==> config.mk <==
export PLATFORM = sky130hd
export DESIGN_NAME = ycr_sram_arb
export DESIGN_NICKNAME = d
export VERILOG_FILES = /design/src/rtl/ycr_sram_arb.sv
export SDC_FILE = /design/constraint.sdc
export NUM_CORES = 1
export LEC_CHECK = 0
export ABC_AREA = 1
export CAP_MARGIN = 20
export CORE_MARGIN = 2
export CORE_UTILIZATION = 41
export CTS_CLUSTER_SIZE = 16
export DETAILED_ROUTE_END_ITERATION = 6
export HOLD_SLACK_MARGIN = 0.05
export PLACE_DENSITY = 0.81
export SLEW_MARGIN = 20
export SYNTH_ARGS = -nofsm -noshare
export SYNTH_HDL_FRONTEND = slang
export SYNTH_SLANG_ARGS = --single-unit
==> constraint.sdc <==
create_clock -name mem_clk_i -period 5.5 [get_ports mem_clk_i]
set_input_delay 1.65 -clock mem_clk_i [delete_from_list [all_inputs] [get_ports mem_clk_i]]
set_output_delay 1.65 -clock mem_clk_i [all_outputs]
set_load 0.01 [all_outputs]
==> src/rtl/ycr_sram_arb.sv <==
// Two-requester round-robin arbiter and sequencer for one 1RW SRAM port.
// Define YCR_SRAM_ARB_FIXPRIO_EN to give requester A fixed priority instead.
module ycr_sram_arb #(
   parameter int AW     = 9,
   parameter int DW     = 32,
   parameter int RD_LAT = 1
) (
   input  logic              mem_clk_i,
   input  logic              mem_rst_i,
   input  logic              cfg_mem_lphase,

   input  logic              req_a_i,
   input  logic              we_a_i,
   input  logic [AW-1:0]     addr_a_i,
   input  logic [DW/8-1:0]   wmask_a_i,
   input  logic [DW-1:0]     wdata_a_i,
   output logic              ack_a_o,
   output logic              rvalid_a_o,
   output logic [DW-1:0]     rdata_a_o,

   input  logic              req_b_i,
   input  logic              we_b_i,
   input  logic [AW-1:0]     addr_b_i,
   input  logic [DW/8-1:0]   wmask_b_i,
   input  logic [DW-1:0]     wdata_b_i,
   output logic              ack_b_o,
   output logic              rvalid_b_o,
   output logic [DW-1:0]     rdata_b_o,

   output logic              mem_csb0_o,
   output logic              mem_web0_o,
   output logic [AW-1:0]     mem_addr0_o,
   output logic [DW/8-1:0]   mem_wmask0_o,
   output logic [DW-1:0]     mem_din0_o,
   input  logic [DW-1:0]     mem_dout0_i,

   output logic              busy_o
);

   localparam int MW = DW/8;
   localparam int CW = 3;

   typedef enum logic {
      ST_IDLE = 1'b0,
      ST_RD   = 1'b1
   } state_t;

   state_t          state_q, state_d;
   logic [CW-1:0]   cnt_q, cnt_d;
   logic            owner_q, owner_d;   // 0 = A, 1 = B
   logic            csb_q, csb_d;
   logic            web_q, web_d;
   logic [AW-1:0]   addr_q, addr_d;
   logic [MW-1:0]   wmask_q, wmask_d;
   logic [DW-1:0]   din_q, din_d;
   logic            rvalid_a_q, rvalid_a_d;
   logic            rvalid_b_q, rvalid_b_d;
   logic [DW-1:0]   rdata_a_q, rdata_b_q;

   logic            ack_a, ack_b;
   logic            win_we;
   logic [AW-1:0]   win_addr;
   logic [MW-1:0]   win_wmask;
   logic [DW-1:0]   win_wdata;
   logic [CW-1:0]   rd_cnt_init;

   // Handshake: a transfer happens in any cycle where req_x_i and ack_x_o
   // are both high; the requester keeps its fields stable until then.
`ifdef YCR_SRAM_ARB_FIXPRIO_EN
   always_comb begin
      ack_a = 1'b0;
      ack_b = 1'b0;
      if (!mem_rst_i && state_q == ST_IDLE) begin
         ack_a = req_a_i;
         ack_b = req_b_i & ~req_a_i;
      end
   end
`else
   logic last_b_q;   // last grant went to B

   always_comb begin
      ack_a = 1'b0;
      ack_b = 1'b0;
      if (!mem_rst_i && state_q == ST_IDLE) begin
         if (req_a_i && req_b_i) begin
            ack_a = last_b_q;
            ack_b = ~last_b_q;
         end else begin
            ack_a = req_a_i;
            ack_b = req_b_i;
         end
      end
   end

   always_ff @(posedge mem_clk_i or posedge mem_rst_i) begin
      if (mem_rst_i) begin
         last_b_q <= 1'b1;
      end else if (ack_a) begin
         last_b_q <= 1'b0;
      end else if (ack_b) begin
         last_b_q <= 1'b1;
      end
   end
`endif

   assign win_we      = ack_b ? we_b_i    : we_a_i;
   assign win_addr    = ack_b ? addr_b_i  : addr_a_i;
   assign win_wmask   = ack_b ? wmask_b_i : wmask_a_i;
   assign win_wdata   = ack_b ? wdata_b_i : wdata_a_i;

   // Negedge launch pushes the SRAM output one cycle later.
   assign rd_cnt_init = CW'(RD_LAT + 1) + {{(CW-1){1'b0}}, cfg_mem_lphase};

   always_comb begin
      state_d    = state_q;
      cnt_d      = cnt_q;
      owner_d    = owner_q;
      csb_d      = 1'b1;
      web_d      = 1'b1;
      addr_d     = addr_q;
      wmask_d    = wmask_q;
      din_d      = din_q;
      rvalid_a_d = 1'b0;
      rvalid_b_d = 1'b0;
      case (state_q)
         ST_IDLE: begin
            if (ack_a || ack_b) begin
               csb_d  = 1'b0;
               addr_d = win_addr;
               din_d  = win_wdata;
               if (win_we) begin
                  web_d   = 1'b0;
                  wmask_d = win_wmask;
               end else begin
                  wmask_d = '0;
                  state_d = ST_RD;
                  cnt_d   = rd_cnt_init;
                  owner_d = ack_b;
               end
            end
         end
         ST_RD: begin
            cnt_d = cnt_q - CW'(1);
            if (cnt_q == CW'(1)) begin
               state_d    = ST_IDLE;
               rvalid_a_d = ~owner_q;
               rvalid_b_d = owner_q;
            end
         end
         default: state_d = ST_IDLE;
      endcase
   end

   always_ff @(posedge mem_clk_i or posedge mem_rst_i) begin
      if (mem_rst_i) begin
         state_q    <= ST_IDLE;
         cnt_q      <= '0;
         owner_q    <= 1'b0;
         csb_q      <= 1'b1;
         web_q      <= 1'b1;
         addr_q     <= '0;
         wmask_q    <= '0;
         din_q      <= '0;
         rvalid_a_q <= 1'b0;
         rvalid_b_q <= 1'b0;
      end else begin
         state_q    <= state_d;
         cnt_q      <= cnt_d;
         owner_q    <= owner_d;
         csb_q      <= csb_d;
         web_q      <= web_d;
         addr_q     <= addr_d;
         wmask_q    <= wmask_d;
         din_q      <= din_d;
         rvalid_a_q <= rvalid_a_d;
         rvalid_b_q <= rvalid_b_d;
      end
   end

   // Read data is captured in the same cycle the rvalid pulse is scheduled.
   always_ff @(posedge mem_clk_i or posedge mem_rst_i) begin
      if (mem_rst_i) begin
         rdata_a_q <= '0;
         rdata_b_q <= '0;
      end else begin
         if (rvalid_a_d) rdata_a_q <= mem_dout0_i;
         if (rvalid_b_d) rdata_b_q <= mem_dout0_i;
      end
   end

   assign ack_a_o      = ack_a;
   assign ack_b_o      = ack_b;
   assign rvalid_a_o   = rvalid_a_q;
   assign rvalid_b_o   = rvalid_b_q;
   assign rdata_a_o    = rdata_a_q;
   assign rdata_b_o    = rdata_b_q;
   assign mem_csb0_o   = csb_q;
   assign mem_web0_o   = web_q;
   assign mem_addr0_o  = addr_q;
   assign mem_wmask0_o = wmask_q;
   assign mem_din0_o   = din_q;
   assign busy_o       = (state_q == ST_RD);

endmodule

==> flow_metrics.tcl, run 1 <==
set metrics [dict create \
    synth_seq_area_share 0.593 \
    die_w_um 115 \
    layout_commonest_cell "clkdlybuf4s50_1" \
    h-tree-depth 4 \
    cts_resized 0 \
    reg2reg_depth 6 \
    drc_errors 0 \
    start_kind "input port" \
    dr.first_iter.drc_count 364 \
    grt_pass1_wl_um 23100 \
    synthCells 550 \
    cts_tree "done" \
    rrSetupSlack_ns 3.33 \
    fin_tns_setup_ns 0 \
    placed_cells_incl_taps 913 \
    path_class "in -> out" \
    synth_top_cell_by_area "dfrtp_1" \
    hold_path_class "reg -> reg" \
    hold_buffers 0 \
    r2r-end "cnt_q[0]" \
    syn_area_um2 5030 \
    rows 40 \
    reg2reg_from "busy_o" \
    whs_path_depth 2 \
    track_usage 0.227 \
    leakagePower_nw 3.78 \
    yosysWarningCount 0 \
    hp-start "rdata_a_o[23]" \
    fin_skew_ns 0.00689 \
    post-cts-setup-buffer-count 0 \
    status "finished, final reports clean" \
    hold_viol_final 0 \
    drive_above_1_share 0.0830 \
    crit_required_ns 3.85 \
    cap_violations 0 \
    critPathCaptureType "primary output" \
    final_cell_mix "clkdlybuf4s50_1 (244), nand2_1 (182), dfrtp_1 (116)" \
    met3_usage 0.102 \
    max-slew-margin-rel 0.442 \
    io_pins 245 \
    cts_made_buffers 17 \
    ys_ff_latch 119 \
    cts_buffer_depth 2 \
    syn_to_final_growth_pct 61.1 \
    antenna_cells 0 \
    slew_violations 0 \
    io_buffers 244 \
    ant_nets 0 \
    wl_per_cell_um 15.6 \
    yosysTopAreaCellShare 0.578 \
    min_period_ns 4.83 \
    synth.avg_cell_area_um2 9.14 \
    fin_crit_sh 0.878 \
    met1_usage 0.270 \
    die-area_um2 13200 \
    vias 4787 \
    grt-busiest-layer "met2" \
    max_freq_ghz 0.207 \
    dp_hpwl_um 10500 \
    instances_no_fill 942 \
    rsz0062_at_grt "false" \
    fill_cells 931 \
    synth_cell_type_count 21 \
    vias_per_cell 5.08 \
    cts_sinks 119 \
    die_y_um 115 \
    clkTransAtPathRegs_ns 0.05 \
    dr.pass1.iters 5 \
    insertion_delay_ns 0.41 \
    finalSetupViolations 0 \
    grt_start_max_net_pins 66 \
    coreArea_um2 12000 \
    worstPathArrival_ns 3.18 \
    syn_nets 681 \
    antenna_found_initial 0 \
    start_util 0.418 \
    min_to "rdata_a_o[23]" \
    worstMarginPinSlew_ns 0.836 \
    synth_area_leaders "dfrtp_1 (58%), nand2_1 (14%), nand3_1 (9.2%), o21ai_2 (4.2%), o21ai_0 (3.4%)" \
    p_per_area_nw_per_um2 563 \
    nNetsFinal 916 \
    crit_fanout 5 \
    routed_wl_um 14700 \
    root_buffer "clkbuf_16" \
    grt-ovfl-total 0 \
    use_met2 0.359 \
    gp_congestion 0.825 \
    peakVddDrop_mv 0.303 \
    grt_pass1_vias 4802 \
]
## worst max-delay path by stage
stage	from	to	slack (ns)	cells after the start
2_1_floorplan	mem_rst_i	busy_o	0.70	1
3_3_place_gp	mem_rst_i	ack_a_o	0.71	5
3_5_place_dp	mem_rst_i	ack_a_o	0.69	5
4_1_cts	mem_rst_i	ack_a_o	0.67	5
5_1_grt	mem_rst_i	ack_a_o	0.54	5
6_report	mem_rst_i	ack_a_o	0.67	5
## final cells by class
type | count | area [µm²] | area share
clock buffers | 26 | 519 | 0.0641
flip-flops and latches | 119 | 2980 | 0.368
well taps | 147 | 184 | 0.0227
multi-input cells | 353 | 1690 | 0.208
repair buffers | 249 | 2510 | 0.310
inverters | 45 | 171 | 0.0212
clock inverters | 3 | 40.0 | 0.00495
## kinds of logic (layout without fill, tap and decap cells)
family,count (synthesis),count (layout),synth area share
and+or+nand+nor,281,281,0.238
buffers and inverters,78,323,0.0752
DFF,119,119,0.593
AOI/OAI and AO/OA,69,69,0.0866
adders and majority gates,2,2,0.00498
xor gates and xnor gates,1,1,0.00174
## metal layers
metal	wire, µm	share of wire
met5	0	0
met4	418	0.028
met3	1680	0.11
met2	6960	0.47
met1	5650	0.38
## sequential cells by signal, indices dropped and copies added, names as in the netlist
signal,flops
rdata_a_o,32
mem_addr0_o,9
last_b_q,1
busy_o,1
rvalid_a_o,1
owner_q,1
mem_wmask0_o,4
cnt_q,3
mem_csb0_o,1
rvalid_b_o,1
rdata_b_o,32
mem_din0_o,32
mem_web0_o,1
## cell usage after synthesis (all sizes together)
cell type  number
nand2         182
dfrtp         116
nand3          94
o21ai          68
inv            45
buf            26
clkbuf          7
dfstp           3
ha              2
nand4           2
nor2            2
a21oi           1
or2             1
xnor2           1
## worst max-delay path: stages
cell and delay [ns]:
clkdlybuf4s50_1 0.52, nor2_4 0.22, nand2_1 0.08, a21oi_1 0.14, clkdlybuf4s50_1 0.56
## power by group
part / switching [mW] / internal [mW]
Clock: 0.358 / 0.683
Combinational: 0.878 / 1.06
Sequential: 0.266 / 1.32
Total: 1.50 / 3.06
## per-stage QoR
step / hold slack [ns] / power (mW) / area [µm²] / worst slack [ns] / util
after floorplan: 0.456 / 2.39 / 5030 / 0.697 / -
after global placement: 0.463 / 3.44 / 7500 / 0.707 / 0.624
after detailed placement: 0.465 / 3.53 / 7530 / 0.693 / 0.627
after CTS: 0.482 / 4.60 / 8090 / 0.672 / 0.673
after global routing: 0.503 / 4.85 / 8100 / 0.538 / 0.674
final: 0.481 / 4.56 / 8100 / 0.670 / 0.674
No activity file was read; power rests on OpenSTA's default activity.
==> run 2: changes to the inputs <==
--- a/config.mk
+++ b/config.mk
@@ -8,11 +8,9 @@
 export ABC_AREA = 1
 export CAP_MARGIN = 20
 export CORE_MARGIN = 2
-export CORE_UTILIZATION = 41
+export CORE_UTILIZATION = 30
 export CTS_CLUSTER_SIZE = 16
 export DETAILED_ROUTE_END_ITERATION = 6
-export HOLD_SLACK_MARGIN = 0.05
-export PLACE_DENSITY = 0.81
 export SLEW_MARGIN = 20
 export SYNTH_ARGS = -nofsm -noshare
 export SYNTH_HDL_FRONTEND = slang
==> run 2 against run 1 <==
Compared with the run above: power up 1.0%; sequential share of layout area down 0.58 points; utilization down 17 points; routed wire length up 2.0%; combinational power about the same; setup slack better by 0.024 ns; non-clock buffer count up 1; fmax up 0.50%; critical endpoint unchanged; largest cell class unchanged.
==> flow_metrics.tcl, run 2 (synthesis gave the netlist of run 1 again) <==
set metrics [dict create \
    status "finished, final reports clean" \
    r2r-end "cnt_q[0]" \
    clkTransAtPathRegs_ns 0.05 \
    start_kind "input port" \
    antenna_found_initial 0 \
    power_frac_seq 0.341 \
    vias 4599 \
    hold_path_class "reg -> reg" \
    max_freq_ghz 0.208 \
    slowest_stage "clkdlybuf4s50_1" \
    p_sw_mw 1.50 \
    io_pins 245 \
    post-cts-setup-buffer-count 0 \
    dp_hpwl_um 10600 \
    rrSetupSlack_ns 3.55 \
    path_cells "clkdlybuf4s50_1 > nor2_4 > nand2_1 > a21oi_1 > clkdlybuf4s50_1" \
    combPwrFrac 0.416 \
    worstMarginPinSlew_ns 0.843 \
    hp-start "rdata_a_o[30]" \
    worstPathArrival_ns 3.16 \
    fill_cells 1505 \
    fin_tns_setup_ns 0 \
    drive_above_1_share 0.0889 \
    rows 47 \
    ff_latch_area_um2 2980 \
    cts_resized 0 \
    power.share.clock 0.243 \
    gp_congestion 0.796 \
    start_util 0.305 \
    root_buffer "clkbuf_16" \
    path_buf_inv 2 \
    reg2reg_from "busy_o" \
    grt_pass1_wl_um 24200 \
    hold_viol_final 0 \
    p_int_mw 3.11 \
    peakVddDrop_mv 0.240 \
    final_util 0.500 \
    vias_per_cell 4.51 \
    cap_violations 0 \
    antenna_cells 0 \
    io_buffers 244 \
    die_w_um 133 \
    grt-ovfl-total 0 \
    slew_violations 0 \
    syn_to_final_growth_pct 63.7 \
    nNetsFinal 917 \
    ant_nets 0 \
    cts_sinks 119 \
    track_usage 0.173 \
    min_period_ns 4.81 \
    cts_buffer_depth 2 \
    worst_slack_ns 0.694 \
    wl_per_cell_um 14.7 \
    reg2reg_depth 6 \
    grt_start_max_net_pins 66 \
    cts_tree "done" \
    whs_path_depth 2 \
    cpMostUsedCell "clkdlybuf4s50_1" \
    netSwitchingFraction 0.326 \
    dr.pass1.iters 4 \
    fin_skew_ns 0.00632 \
    crit_fanout 5 \
    slowest_delay_ns 0.56 \
    hold_buffers 0 \
    multi_input_area_um2 1680 \
    crit_required_ns 3.85 \
    layout_commonest_cell "clkdlybuf4s50_1" \
    p_per_area_nw_per_um2 560 \
    dp_slack_ns 0.688 \
    coreArea_um2 16500 \
    final_cell_mix "clkdlybuf4s50_1 (244), nand2_1 (182), dfrtp_1 (116)" \
    max-slew-margin-rel 0.437 \
    h-tree-depth 4 \
    leakagePower_nw 3.80 \
    routed_wl_um 15000 \
    critPathCaptureType "primary output" \
    cts_made_buffers 17 \
    drc_errors 0 \
    crit_family "buffers and inverters" \
    grt_pass1_vias 4752 \
    die_y_um 133 \
    insertion_delay_ns 0.41 \
    rsz0062_at_grt "false" \
    finalSetupViolations 0 \
    die-area_um2 17800 \
    dr.first_iter.drc_count 242 \
    path_class "in -> out" \
    min_to "rdata_a_o[30]" \
    fin_crit_sh 0.874 \
]
-- run 2: cell count changes in the layout (fill, tap and decap cells not counted), sizes merged --
cell and change:
clkinv +1, buf +1, bufinv +1, clkinvlp +2, clkbuf -1
-- run 2: how the worst max path moves through the flow --
stage               startpoint       to  slack, ns  cells after the start
finish               mem_rst_i  ack_a_o       0.69                      5
global route         mem_rst_i  ack_a_o       0.62                      5
CTS                  mem_rst_i  ack_a_o       0.68                      5
detailed placement   mem_rst_i  ack_a_o       0.69                      5
global placement     mem_rst_i  ack_a_o       0.69                      5
floorplan            mem_rst_i   busy_o       0.70                      1
-- run 2: cell type report --
| cell class | count | area share |
|---|---|---|
| Sequential cell | 119 | 0.362 |
| Inverter | 45 | 0.0208 |
| Clock inverter | 7 | 0.0110 |
| Tap cell | 220 | 0.0335 |
| Timing Repair Buffer | 250 | 0.305 |
| Clock buffer | 25 | 0.0627 |
| Multi-Input combinational cell | 353 | 0.204 |
-- run 2: power by group through the flow --
stage	Combinational [mW]	Sequential [mW]	Clock, mW
floorplan	0.638	1.75	0
finish	1.92	1.57	1.12
detailed placement	1.94	1.57	0
global route	2.10	1.63	1.20
CTS	1.95	1.58	1.15
global placement	1.92	1.56	0
-- run 2: tightest hold or removal path: stages, from the launching register on --
cell and delay [ns]:
dfrtp_1 0.34, nand2_1 0.06, o21ai_2 0.05
-- run 2: through the flow --
| stage | instance area [µm²] | instances | total power, mW | hold slack, ns |
|---|---|---|---|---|
| global route | 8230 | 1019 | 4.92 | 0.504 |
| global placement | 7600 | 986 | 3.48 | 0.465 |
| floorplan | 5030 | 550 | 2.39 | 0.456 |
| detailed placement | 7620 | 987 | 3.52 | 0.466 |
| CTS | 8230 | 1019 | 4.68 | 0.480 |
| finish | 8230 | 1019 | 4.61 | 0.478 |
-- run 2: layer usage --
metal  track usage  part of all wire  wire [µm]  vias up
li1              -                 -          -     2234
met1         0.209              0.42       6360     2158
met2         0.272              0.46       6950      195
met3        0.0875              0.10       1560       12
met4        0.0502            0.0093        140        0
met5             0                 0          0        -
